--- src/rtl/alarm_ctrl_12hr.sv ---
// alarm_ctrl_12hr
// ---------------------------------------------------------------------------
// Alarm controller for a 12-hour h/m/s/ms timekeeper running on the same
// 1 kHz clock (one clk_i cycle = 1 ms). It holds a base alarm time and an
// active target (base or snoozed), detects the minute boundary that equals
// the active target, runs an IDLE/ARMED/RINGING/SNOOZE state machine and
// drives a gated square wave for the buzzer.
//
// Optional build macro: SNOOZE_LIMIT_EN
//   defined   - at most three accepted snoozes per ringing episode; the
//               count clears on stop, timeout, valid load, arm_i=0, reset.
//   undefined - unlimited snoozes.
//
// Ports:
//   clk_i          in   1  clock, 1 kHz
//   reset_i        in   1  synchronous reset, active-high
//   hour_i         in   5  current hour 1..12
//   min_i          in   6  current minute 0..59
//   sec_i          in   6  current second 0..59
//   ms_i           in  10  current millisecond 0..999
//   alarm_hour_i   in   5  alarm hour to load (1..12)
//   alarm_min_i    in   6  alarm minute to load (0..59)
//   alarm_load_i   in   1  strobe: capture alarm_hour_i/alarm_min_i
//   arm_i          in   1  level: alarm enabled
//   snooze_i       in   1  strobe: snooze
//   stop_i         in   1  strobe: stop ringing
//   alarm_hour_o   out  5  active target hour
//   alarm_min_o    out  6  active target minute
//   match_o        out  1  pulse: current time reached the active target
//   ringing_o      out  1  high while RINGING
//   snoozed_o      out  1  high while SNOOZE
//   beep_o         out  1  buzzer square wave, 0 unless RINGING
//   load_err_o     out  1  pulse: a load was rejected
//
// Handshake: there is no valid/ready flow control here. alarm_load_i,
// snooze_i and stop_i are single-cycle strobes consumed in the cycle they
// are high; a strobe that has no meaning in the current state is dropped.
// ---------------------------------------------------------------------------
module alarm_ctrl_12hr #(
   parameter int unsigned SNOOZE_MIN       = 9,
   parameter int unsigned RING_TIMEOUT_SEC = 60,
   parameter int unsigned BEEP_HALF_MS     = 250
) (
   input  logic       clk_i,
   input  logic       reset_i,
   input  logic [4:0] hour_i,
   input  logic [5:0] min_i,
   input  logic [5:0] sec_i,
   input  logic [9:0] ms_i,
   input  logic [4:0] alarm_hour_i,
   input  logic [5:0] alarm_min_i,
   input  logic       alarm_load_i,
   input  logic       arm_i,
   input  logic       snooze_i,
   input  logic       stop_i,
   output logic [4:0] alarm_hour_o,
   output logic [5:0] alarm_min_o,
   output logic       match_o,
   output logic       ringing_o,
   output logic       snoozed_o,
   output logic       beep_o,
   output logic       load_err_o
);

   typedef enum logic [1:0] {
      ST_IDLE    = 2'd0,
      ST_ARMED   = 2'd1,
      ST_RINGING = 2'd2,
      ST_SNOOZE  = 2'd3
   } state_t;

   localparam logic [15:0] TIMEOUT_LAST = 16'(RING_TIMEOUT_SEC * 1000 - 1);
   localparam logic [9:0]  BEEP_LAST    = 10'(BEEP_HALF_MS - 1);
   localparam logic [6:0]  SNOOZE_ADD   = 7'(SNOOZE_MIN);

   state_t     state_q, state_d;
   logic [4:0] base_hour_q, act_hour_q;
   logic [5:0] base_min_q, act_min_q;
   logic [15:0] tmo_q, tmo_d;
   logic [9:0] beep_cnt_q, beep_cnt_d;
   logic       beep_q, beep_d;
   logic       match_q;
   logic       load_err_q;

   logic       load_valid, load_ok, load_bad;
   logic       match_now, timeout_hit, snooze_ok;
   logic       restore_tgt, snooze_tgt;
   logic [6:0] min_sum;
   logic [4:0] snz_hour;
   logic [5:0] snz_min;

   // ---------------- condition decode ----------------
   assign load_valid  = (alarm_hour_i >= 5'd1) && (alarm_hour_i <= 5'd12) &&
                        (alarm_min_i <= 6'd59);
   assign load_ok     = alarm_load_i & load_valid;
   assign load_bad    = alarm_load_i & ~load_valid;
   assign match_now   = (hour_i == act_hour_q) && (min_i == act_min_q) &&
                        (sec_i == 6'd0) && (ms_i == 10'd0);
   assign timeout_hit = (tmo_q == TIMEOUT_LAST);

`ifdef SNOOZE_LIMIT_EN
   logic [1:0] snz_cnt_q;
   logic       snz_clr, snz_inc;

   assign snooze_ok = snooze_i && (snz_cnt_q != 2'd3);
   // Every path out of RINGING/SNOOZE back to ARMED is a stop, a timeout or
   // a load, so one test on the transition covers all of them.
   assign snz_clr   = !arm_i || load_ok ||
                      (((state_q == ST_RINGING) || (state_q == ST_SNOOZE)) &&
                       (state_d == ST_ARMED));
   assign snz_inc   = (state_q == ST_RINGING) && (state_d == ST_SNOOZE);

   always_ff @(posedge clk_i) begin
      if (reset_i || snz_clr) snz_cnt_q <= 2'd0;
      else if (snz_inc)       snz_cnt_q <= snz_cnt_q + 2'd1;
   end
`else
   assign snooze_ok = snooze_i;
`endif

   // Snoozed target: minute wraps past 59 and the hour runs 12 -> 1.
   always_comb begin
      min_sum  = {1'b0, act_min_q} + SNOOZE_ADD;
      snz_hour = act_hour_q;
      snz_min  = min_sum[5:0];
      if (min_sum >= 7'd60) begin
         snz_min  = 6'(min_sum - 7'd60);
         snz_hour = (act_hour_q == 5'd12) ? 5'd1 : act_hour_q + 5'd1;
      end
   end

   // ---------------- FSM: state register ----------------
   always_ff @(posedge clk_i) begin
      if (reset_i) state_q <= ST_IDLE;
      else         state_q <= state_d;
   end

   // ---------------- FSM: next state ----------------
   // Priority: arm_i low > load > stop > snooze > match/timeout.
   always_comb begin
      state_d     = state_q;
      restore_tgt = 1'b0;
      snooze_tgt  = 1'b0;
      if (!arm_i) begin
         state_d     = ST_IDLE;
         restore_tgt = 1'b1;
      end else if (alarm_load_i) begin
         // A rejected load leaves everything as it was this cycle.
         if (load_valid) state_d = ST_ARMED;
      end else begin
         case (state_q)
            ST_IDLE:  state_d = ST_ARMED;
            ST_ARMED: if (match_now) state_d = ST_RINGING;
            ST_RINGING: begin
               if (stop_i) begin
                  state_d     = ST_ARMED;
                  restore_tgt = 1'b1;
               end else if (snooze_ok) begin
                  state_d    = ST_SNOOZE;
                  snooze_tgt = 1'b1;
               end else if (timeout_hit) begin
                  state_d     = ST_ARMED;
                  restore_tgt = 1'b1;
               end
            end
            ST_SNOOZE: begin
               if (stop_i) begin
                  state_d     = ST_ARMED;
                  restore_tgt = 1'b1;
               end else if (match_now) begin
                  state_d = ST_RINGING;
               end
            end
            default: state_d = ST_IDLE;
         endcase
      end
   end

   // ---------------- FSM: outputs ----------------
   always_comb begin
      ringing_o    = (state_q == ST_RINGING);
      snoozed_o    = (state_q == ST_SNOOZE);
      beep_o       = beep_q;
      match_o      = match_q;
      load_err_o   = load_err_q;
      alarm_hour_o = act_hour_q;
      alarm_min_o  = act_min_q;
   end

   // ---------------- ring timer and beep generator ----------------
   always_comb begin
      tmo_d      = 16'd0;
      beep_cnt_d = 10'd0;
      beep_d     = 1'b0;
      if (state_d == ST_RINGING) begin
         if (state_q != ST_RINGING) begin
            // Fresh ring: start the tone high with a full half-period.
            beep_d = 1'b1;
         end else begin
            tmo_d = tmo_q + 16'd1;
            if (beep_cnt_q == BEEP_LAST) begin
               beep_d = ~beep_q;
            end else begin
               beep_cnt_d = beep_cnt_q + 10'd1;
               beep_d     = beep_q;
            end
         end
      end
   end

   // ---------------- datapath registers ----------------
   always_ff @(posedge clk_i) begin
      if (reset_i) begin
         base_hour_q <= 5'd12;
         base_min_q  <= 6'd0;
         act_hour_q  <= 5'd12;
         act_min_q   <= 6'd0;
         tmo_q       <= 16'd0;
         beep_cnt_q  <= 10'd0;
         beep_q      <= 1'b0;
         match_q     <= 1'b0;
         load_err_q  <= 1'b0;
      end else begin
         tmo_q      <= tmo_d;
         beep_cnt_q <= beep_cnt_d;
         beep_q     <= beep_d;
         match_q    <= match_now;
         load_err_q <= load_bad;
         // A valid load beats the restore done on disarm.
         if (load_ok) begin
            base_hour_q <= alarm_hour_i;
            base_min_q  <= alarm_min_i;
            act_hour_q  <= alarm_hour_i;
            act_min_q   <= alarm_min_i;
         end else if (restore_tgt) begin
            act_hour_q <= base_hour_q;
            act_min_q  <= base_min_q;
         end else if (snooze_tgt) begin
            act_hour_q <= snz_hour;
            act_min_q  <= snz_min;
         end
      end
   end

endmodule

--- config.mk ---
export PLATFORM = sky130hd
export DESIGN_NAME = alarm_ctrl_12hr
export DESIGN_NICKNAME = d
export VERILOG_FILES = /design/src/rtl/alarm_ctrl_12hr.sv
export SDC_FILE = /design/constraint.sdc
export NUM_CORES = 1
export LEC_CHECK = 0
export ABC_AREA = 0
export CAP_MARGIN = 20
export CORE_MARGIN = 2
export CORE_UTILIZATION = 30
export DETAILED_ROUTE_END_ITERATION = 10
export MAX_ROUTING_LAYER = met4
export PLACE_DENSITY_LB_ADDON = 0.08
export SLEW_MARGIN = 25
export SYNTH_ARGS = -nofsm -noshare
export SYNTH_HDL_FRONTEND = slang
export SYNTH_SLANG_ARGS = --single-unit
export TNS_END_PERCENT = 20
--- constraint.sdc ---
create_clock -name clk_i -period 5.93 [get_ports clk_i]
set_clock_uncertainty 0.1 [all_clocks]
set_input_delay 1.186 -clock clk_i [delete_from_list [all_inputs] [get_ports clk_i]]
set_output_delay 1.186 -clock clk_i [all_outputs]
set_load 0.05 [all_outputs]
==> impl_results.md, run 1 <==
- Quantity of gates resized following cts: 0
- Count leader, synth: dfxtp_1
- Crit path required time: 6.04 ns
- Rows: 37
- Clk pin slew, worst setup/hold paths: 0.10 ns
- Final WL: 8.18 mm
- Largest area contributor in the netlist: dfxtp_1
- Syn Nets: 423
- Largest cells by area after synthesis: dfxtp_1, xnor2_1, nor4_2
- DP Cell Count: 552
- Post-Route Utilization: 0.384
- Remaining antenna violation count: 0
- Leak: 1.26 nW
- Min Hold Slack: 0.363 ns
- Prevailing post-synth register cell: dfxtp_1
- Number of synthesized flops with an enable pin: 0
- Number of distinct library cells after synthesis: 62
- Worst Tran Pin Value: 0.906 ns
- Ys async rst share: 0
- Clock root cell: clkbuf_8
- # diodes: 0
- Vias/cell: 5.12
- Setup bufs post-CTS: 0
- Die Wd: 107 µm
- TritonCTS clock tree: built
- Final setup margin: 2.05 ns
- P_sw: 0.218 mW
- Worst Path Arrival: 4.00 ns
- Post-Syn Area per Cell: 8.55 µm²
- Mux contribution to synthesized area: 0.00983
- Layout cells sized above 1: 0.0898
- Top post-synthesis cells by count: dfxtp_1, nand2_1, xnor2_1, nand3_1, a21oi_1
- Final Hold Fails: 0
- Logic pwr share: 0.195
- GP Congestion: 0.782
- Setup violations, final: 0
- Largest family of logic cells by synthesized area: simple AND/OR/NAND/NOR gates
- Final std cells w/o fill: 559
- Htree depth: 2
- Global Route Usage Sum: 0.150
- #FFs+latches synth: 53
- Min cycle time layout: 3.88 ns
- Pwr Total: 0.778 mW
- Hold Path Class: flip-flop to flip-flop
- Post-Synth XOR/XNOR Area: 0.110
- Slew headroom: 0.394
- CTS Sinks: 53
- Pwr dens: 196 nW/µm²
- Sequential cell fraction of total power: 0.495
- Setup TNS: 0 ns
- I/O Buffers: 59
- Top cell type's share of synthesized area: 0.333
- Max VDD drop: 75.5 µV
- Setup WS pre-CTS: 1.71 ns
- Hpwl dp: 5.93 mm
- Highest clock rate: 0.258 GHz
- Via count of the first global-routing pass: 2793
- Wire per inst: 14.6 µm
- Clock Path Buffers: 2
- Die area: 11400 µm²
- Critical path startpoint category: input pin
- Status: finished clean
- Post-Layout Inst Area: 3970 µm²
- Synthesized instance count: 372
- Switching Fraction: 0.280
- DR pass1 iterations: 4
- Via count: 2861
- Post-Syn Area: 3180 µm²
- Remaining Overflow, GRT: 0
- Synthesis-to-layout area growth: 24.7%
- CTS buffer count: 5
- Critical path class: input pin to flip-flop
- Adder-Cell Fraction of Synth Area: 0.0275
- Largest net degree at the start of global routing: 29
- Final layout net count: 474
- Synth Warn #: 0
- RSZ-0062 raised after global routing: false
- Clk Latency, worst-skew pair: 0.30 ns
- Initial antenna violation count: 0
- Fill count: 1069
- Clock Power Share: 0.310
- Synthesized-area fraction occupied by and/or/nand/nor cells: 0.313
- Hold Buf Count CTS: 0
- CP max FO: 28
- Iter 0 DRT Violations: 85
- Slew Viols, Final: 0
- Effective utilization at floorplan: 0.308
- CORE AREA: 10300 µm²
- Endpoint class of the critical path: flip-flop
- Die height: 107 µm
- DRC viols: 0
- Cell Area, Placed: 3860 µm²
- Boundary pin count: 60
- First-pass GRT wire length: 13.6 mm
- Int Pwr: 0.560 mW
- Final period utilization: 0.655
- Compound-Gate Fraction of Synth Area: 0.151
- Maxcap violations: 0
- Sequential-to-total area share from yosys stat: 0.333
[final timing paths]
kind                  start               to  slack [ns]  cells after the start
max reg2reg  alarm_min_o[0]  alarm_hour_o[3]        2.86                      9
min           base_min_q[0]    base_min_q[0]        0.36                      2
max                sec_i[2]    beep_cnt_q[3]        2.05                      8
min reg2reg   base_min_q[0]    base_min_q[0]        0.36                      2
[registers in the layout (all words and copies together), names as in the netlist]
name	count
alarm_hour_o	5
tmo_q	16
match_o	1
beep_o	1
state_q	2
beep_cnt_q	10
base_min_q	6
base_hour_q	5
load_err_o	1
alarm_min_o	6
[power by group through the flow]
stage | clock, mW | combinational (mW) | sequential (mW)
after detailed placement | 0 | 0.153 | 0.393
after global placement | 0 | 0.153 | 0.393
after global routing | 0.266 | 0.166 | 0.388
after floorplan | 0 | 0.0764 | 0.405
final | 0.241 | 0.152 | 0.385
after CTS | 0.251 | 0.153 | 0.385
[cells by family (layout without fill, tap and decap cells)]
kind of cell               after synthesis  count (layout)
and+or+nand+nor                        164             164
AOI/OAI and AO/OA                       70              70
DFF                                     53              53
xor gates and xnor gates                40              40
buffers and inverters                   35              86
adders and majority gates                7               7
muxes                                    3               3
[critical path, cell delays in order]
cell and delay (ns):
clkdlybuf4s50_1 0.42, nor4_2 0.29, nand4_1 0.13, or4_4 0.59, or4b_1 0.48, a311o_1 0.32
buf_4 0.25, nor4b_1 0.32
[routing by layer]
layer | GRT usage | vias to the layer above | share of wire
met2 | 0.245 | 66 | 0.46
met1 | 0.189 | 1322 | 0.47
li1 | - | 1469 | -
met4 | 0.0325 | 0 | 0.0083
met5 | - | - | 0
met3 | 0.0389 | 4 | 0.064
[final cells by class]
class	count	area (µm²)	area share
multi-input combinational	284	1950	0.491
sequential	53	1060	0.268
timing repair buffer	64	628	0.158
tap	136	170	0.0429
clock buffer	5	68.8	0.0174
inverter	15	56.3	0.0142
clock inverter	2	35.0	0.00883
[placed cells by master (no fill, tap or decap), drive strengths merged, types with 3 or more instances in the layout]
master and instances:
a21oi 22, a311oi 4, a31oi 5, and2 3, and3 4, buf 5, clkbuf 5, clkdlybuf4s50 59
dfxtp 53, ha 7, inv 15, nand2 38, nand2b 4, nand3 23, nand4 8, nand4b 3
nor2 19, nor2b 4, nor3 18, nor4 24, nor4b 5, o211ai 4, o21ai 9, or4 4
or4b 3, xnor2 28, xor2 12
Power figures use the tool's default switching activity.
==> run 2, diff against run 1 <==
==> constraint.sdc (replaced) <==
create_clock -name clk_i -period 3.5 [get_ports clk_i]
set_clock_uncertainty 0.1 [all_clocks]
set_input_delay 0.7 -clock clk_i [delete_from_list [all_inputs] [get_ports clk_i]]
set_output_delay 0.7 -clock clk_i [all_outputs]
set_load 0.05 [all_outputs]
==> run 2 against run 1 <==
Against the previous run: setup slack got worse by 1.8 ns; utilization increased by 0.68 points; final cell count increased by 2.0%; sequential power increased by 68%; register-to-register slack got worse by 2.4 ns; clock power increased by 44%; design area increased by 1.8%; combinational power increased by 78%; via count increased by 2.0%; largest power group unchanged.
==> impl_results.md, run 2 (synthesis gave the netlist of run 1 again) <==
- Layout cells sized above 1: 0.113 (+0.0231)
- Final layout net count: 484 (+2.1%)
- Endpoint class of the critical path: flip-flop
- Worst Tran Pin Value: 0.590 ns (-0.316 ns)
- Setup violations, final: 0 (unchanged)
- Critical path startpoint category: input pin
- Quantity of gates resized following cts: 0 (unchanged)
- DRC viols: 0 (unchanged)
- Iter 0 DRT Violations: 104 (+22%)
- Effective utilization at floorplan: 0.308 (unchanged)
- Leak: 1.30 nW (+3.5%)
- Die area: 11400 µm² (unchanged)
- Via count: 2919 (+2.0%)
- GP Congestion: 0.810 (+3.6%)
- Hold Path Class: flip-flop to flip-flop
- Clock root cell: clkbuf_8
- I/O Buffers: 59 (unchanged)
- Global Route Usage Sum: 0.154 (+0.00345)
- Area of the multi-input gates: 1950 µm² (unchanged)
- FF+latch area: 1060 µm² (unchanged)
- Worst Path Arrival: 3.41 ns (-0.59 ns)
- Htree depth: 2 (unchanged)
- Pwr dens: 313 nW/µm² (+60%)
- Clk Latency, worst-skew pair: 0.31 ns (about the same)
- CTS buffer count: 5 (unchanged)
- Slew headroom: 0.604 (+0.210)
- Highest clock rate: 0.304 GHz
- Top Registers: tmo_q: 16 flops, beep_cnt_q: 10 flops
- CORE AREA: 10300 µm² (unchanged)
- Crit path launch: sec_i[1]
- Pwr Total: 1.26 mW (+62%)
- Remaining antenna violation count: 0 (unchanged)
- Worst flop-to-flop path startpoint: alarm_min_o[0]
- CP max FO: 19 (-32%)
- Die Wd: 107 µm (unchanged)
- Die height: 107 µm (unchanged)
- Most flop-heavy register: tmo_q
- Setup WS pre-CTS: -0.132 ns (-1.85 ns)
- Boundary pin count: 60 (unchanged)
- CTS Sinks: 53 (unchanged)
- Fill count: 1089 (+1.9%)
- Post-Route Utilization: 0.391 (+0.00679)
- Final Hold Fails: 0 (unchanged)
- Min cycle time layout: 3.29 ns
- Maxcap violations: 0 (unchanged)
- Post-Layout Inst Area: 4040 µm² (+1.8%)
- Commonest non-fill, non-tap cells in the layout: clkdlybuf4s50_1, dfxtp_1, nand2_1
- Hpwl dp: 6.19 mm (+4.4%)
- Hold Buf Count CTS: 0 (unchanged)
- Synthesis-to-layout area growth: 26.9%
- Via count of the first global-routing pass: 2837 (+1.6%)
- Clk pin slew, worst setup/hold paths: 0.09 ns (about the same)
- Critical path class: input pin to flip-flop
- Number of flip-flops in the largest register: 16 (unchanged)
- Vias/cell: 5.12 (about the same)
- Cell Area, Placed: 3950 µm² (+2.3%)
- Final period utilization: 0.941
- Initial antenna violation count: 0 (unchanged)
- Final setup margin: 0.207 ns (-1.84 ns)
- First-pass GRT wire length: 14.0 mm (+3.0%)
- DP Cell Count: 562 (+1.8%)
- Commonest non-fill, non-tap cell in the layout: clkdlybuf4s50_1
- Hold path startpoint: base_hour_q[0]
- DR pass1 iterations: 4 (unchanged)
- Rows: 37 (unchanged)
- Slew Viols, Final: 0 (unchanged)
- Clock Path Buffers: 2 (unchanged)
- Wire per inst: 14.6 µm (-0.24%)
- TritonCTS clock tree: built
- Final WL: 8.32 mm (+1.7%)
- Max VDD drop: 144 µV (+90%)
- RSZ-0062 raised after global routing: false
- Final std cells w/o fill: 570 (+2.0%)
- Status: finished clean
- Largest net degree at the start of global routing: 29 (unchanged)
- Setup bufs post-CTS: 0 (unchanged)
- Remaining Overflow, GRT: 0 (unchanged)
- Crit path required time: 3.62 ns (-2.42 ns)
- # diodes: 0 (unchanged)
## run 2: path summary, 6_finish.rpt
kind | end | slack [ns] | cells past startpoint
worst max-delay path | beep_cnt_q[2] | 0.21 | 8
worst min-delay path | base_hour_q[0] | 0.36 | 2
worst max register to register | alarm_hour_o[3] | 0.47 | 9
worst min register to register | base_hour_q[0] | 0.36 | 2
## run 2: final cells by class
cell class	count	share of cell area
repair buffers	74	0.177
multi-input cells	284	0.482
inverters	15	0.0139
well taps	136	0.0422
clock buffers	5	0.0170
flip-flops and latches	53	0.263
clock inverters	3	0.00434
## run 2: worst max-delay path, stage by stage
cell             delay (ns)
clkdlybuf4s50_1        0.42
nor4_2                 0.28
nand4_1                0.13
or4_4                  0.57
or4b_1                 0.48
a311o_1                0.38
buf_12                 0.18
nor4b_1                0.27
## run 2: routing by layer
metal	track usage	part of all wire	vias up
met4	0.0399	0.015	0
met3	0.0377	0.065	9
met1	0.196	0.46	1365
li1	-	-	1484
met2	0.245	0.46	61
met5	-	0	-
## run 2: power by group
part / internal (mW) / switching, mW
logic: 0.128 / 0.143
registers: 0.620 / 0.0276
clock network: 0.139 / 0.207
total: 0.886 / 0.377
## run 2: stage by stage
step	TNS [ns]	hold WS [ns]
final	0	0.358
after global routing	0	0.390
after detailed placement	-1.99	0.349
after CTS	0	0.363
after floorplan	0	0.336
after global placement	-1.50	0.343
==> run 3, diff against run 2 <==
--- a/config.mk
+++ b/config.mk
@@ -7,7 +7,7 @@
 export LEC_CHECK = 0
 export ABC_AREA = 0
 export CAP_MARGIN = 20
-export CORE_MARGIN = 2
+export CORE_MARGIN = 5
 export CORE_UTILIZATION = 30
 export DETAILED_ROUTE_END_ITERATION = 10
 export MAX_ROUTING_LAYER = met4
==> run 3 against run 2 <==
Against the previous run: first-iteration DRC count rose by 53%; hold slack better by 0.00079 ns; via count increased by 0.82%; routed wire length rose by 4.2%; sequential power about the same; non-clock buffer count did not move.
==> impl_results.md, run 3 (synthesis gave the netlist of run 1 again) <==
- Pwr dens: 317 nW/µm² (+1.2%)
- Most flop-heavy register: tmo_q
- Crit path required time: 3.61 ns (about the same)
- Htree depth: 2 (unchanged)
- Initial antenna violation count: 0 (unchanged)
- Pwr Total: 1.28 mW (+1.2%)
- Leak: 1.30 nW (about the same)
- TritonCTS clock tree: built
- Synthesis-to-layout area growth: 26.9% (unchanged)
- Min cycle time layout: 3.36 ns (+0.0650 ns)
- Boundary pin count: 60 (unchanged)
- CORE AREA: 10300 µm² (unchanged)
- Effective utilization at floorplan: 0.308 (unchanged)
- Wire per inst: 15.2 µm (+4.4%)
- Slew Viols, Final: 0 (unchanged)
- Crit-path cells: clkdlybuf4s50_1 > nor4_2 > nand4_1 > or4_4 > or4b_1 > a311o_1 > buf_12 > nor4b_1
- Clock Path Buffers: 2 (unchanged)
- Clk pin slew, worst setup/hold paths: 0.09 ns (about the same)
- First-pass GRT wire length: 14.4 mm (+2.6%)
- Slowest stage cell, crit path: or4_4
- Hpwl dp: 6.45 mm (+4.2%)
- Worst flop-to-flop path endpoint: alarm_hour_o[3]
- Layout cells sized above 1: 0.109 (-0.00436)
- Maxcap violations: 0 (unchanged)
- Commonest non-fill, non-tap cells in the layout: clkdlybuf4s50_1, dfxtp_1, nand2_1
- Setup bufs post-CTS: 0 (unchanged)
- Via count: 2943 (+0.82%)
- Clock root cell: clkbuf_8
- Iter 0 DRT Violations: 159 (+53%)
- Post-Route Utilization: 0.391 (unchanged)
- Max VDD drop: 163 µV (+13%)
- Hold Buf Count CTS: 0 (unchanged)
- Largest net degree at the start of global routing: 29 (unchanged)
- Worst flop-to-flop path startpoint: alarm_min_o[0]
- Setup violations, final: 0 (unchanged)
- Final period utilization: 0.959 (+0.0186)
- CP max FO: 19 (unchanged)
- CP peak stage delay: 0.57 ns (about the same)
- Critical path class: input pin to flip-flop
- Final layout net count: 484 (unchanged)
- Critical path startpoint category: input pin
- Rows: 37 (unchanged)
- Global Route Usage Sum: 0.138 (-0.0158)
- Setup crit end: beep_cnt_q[2]
- Vias/cell: 5.17 (+1.0%)
- Number of flip-flops in the largest register: 16 (unchanged)
- Worst Path Arrival: 3.46 ns (+0.05 ns)
- CTS Sinks: 53 (unchanged)
- GP Congestion: 0.822 (+1.6%)
- CTS buffer count: 5 (unchanged)
- Final Hold Fails: 0 (unchanged)
- # diodes: 0 (unchanged)
- Slew headroom: 0.612 (+0.00826)
- Worst Tran Pin Value: 0.581 ns (-0.00843 ns)
- Quantity of gates resized following cts: 0 (unchanged)
- Hold Path Class: flip-flop to flip-flop
- R2R setup slack: 0.45 ns (-0.02 ns)
- I/O Buffers: 59 (unchanged)
- Endpoint class of the critical path: flip-flop
- Final WL: 8.67 mm (+4.2%)
- Status: finished clean
- Remaining antenna violation count: 0 (unchanged)
- Die height: 113 µm (+5.6%)
- Path depth of the worst reg2reg path: 10 (+1)
- Highest clock rate: 0.298 GHz (-1.9%)
- Clk Latency, worst-skew pair: 0.30 ns (about the same)
- Remaining Overflow, GRT: 0 (unchanged)
- Worst hold stages: 2 (unchanged)
- Via count of the first global-routing pass: 2884 (+1.7%)
- Crit path launch: sec_i[1]
- Top Registers: tmo_q: 16 flops, beep_cnt_q: 10 flops
- DR pass1 iterations: 4 (unchanged)
- Die Wd: 113 µm (+5.6%)
- DRC viols: 0 (unchanged)
- RSZ-0062 raised after global routing: false
- Die area: 12800 µm² (+12%)
- Commonest non-fill, non-tap cell in the layout: clkdlybuf4s50_1
==> run 3: changes by cell type in the layout (fill, tap and decap cells not counted) <==
cell	previous run	this run
clkinvlp_4	1	0
clkbuf_8	5	6
clkbuf_1	0	1
clkinv_2	2	0
==> run 3: worst max-delay path, delay by kind of cell <==
kind,cells,cell delay [ns]
AOI/OAI and AO/OA,1,0.38
and+or+nand+nor,5,1.79
buffers and inverters,2,0.60
==> run 3: worst min-delay path by stage <==
| stage | from | endpoint | slack [ns] |
|---|---|---|---|
| 6_report | base_hour_q[0] | base_hour_q[0] | 0.36 |
| 5_1_grt | base_min_q[2] | base_min_q[2] | 0.38 |
| 4_1_cts | base_hour_q[0] | base_hour_q[0] | 0.36 |
| 3_5_place_dp | base_hour_q[0] | base_hour_q[0] | 0.35 |
| 3_3_place_gp | base_min_q[4] | base_min_q[4] | 0.34 |
| 2_1_floorplan | base_hour_q[0] | base_hour_q[0] | 0.34 |
==> run 3: area by class of cell <==
cell class / count / area [µm²]
Clock buffer: 7 / 86.3
Fill cell: 1078 / 6290
Inverter: 15 / 56.3
Multi-Input combinational cell: 284 / 1950
Sequential cell: 53 / 1060
Tap cell: 136 / 170
Timing Repair Buffer: 74 / 716
==> run 3: report_power, final <==
part,internal [mW],total [mW],switching (mW)
Sequential,0.620,0.647,0.0273
Combinational,0.128,0.271,0.144
Clock,0.158,0.361,0.203
Total,0.905,1.28,0.374
==> run 3: metal layers <==
| layer | wire length, µm | vias up | global-route usage |
|---|---|---|---|
| li1 | - | 1484 | - |
| met5 | 0 | - | - |
| met3 | 502 | 9 | 0.0337 |
| met4 | 96 | 0 | 0.0288 |
| met2 | 3980 | 57 | 0.224 |
| met1 | 4090 | 1393 | 0.175 |
==> run 3: metrics by stage <==
step           setup WS, ns  instances  setup TNS [ns]  instance area [µm²]  hold slack, ns
6_report              0.142        569               0                 4040           0.359
5_1_grt              0.0240        569               0                 4040           0.384
4_1_cts               0.160        569               0                 4040           0.363
3_5_place_dp         -0.148        562           -2.33                 3950           0.349
3_3_place_gp         -0.100        562           -1.57                 3950           0.342
2_1_floorplan         0.444        372               0                 3180           0.336
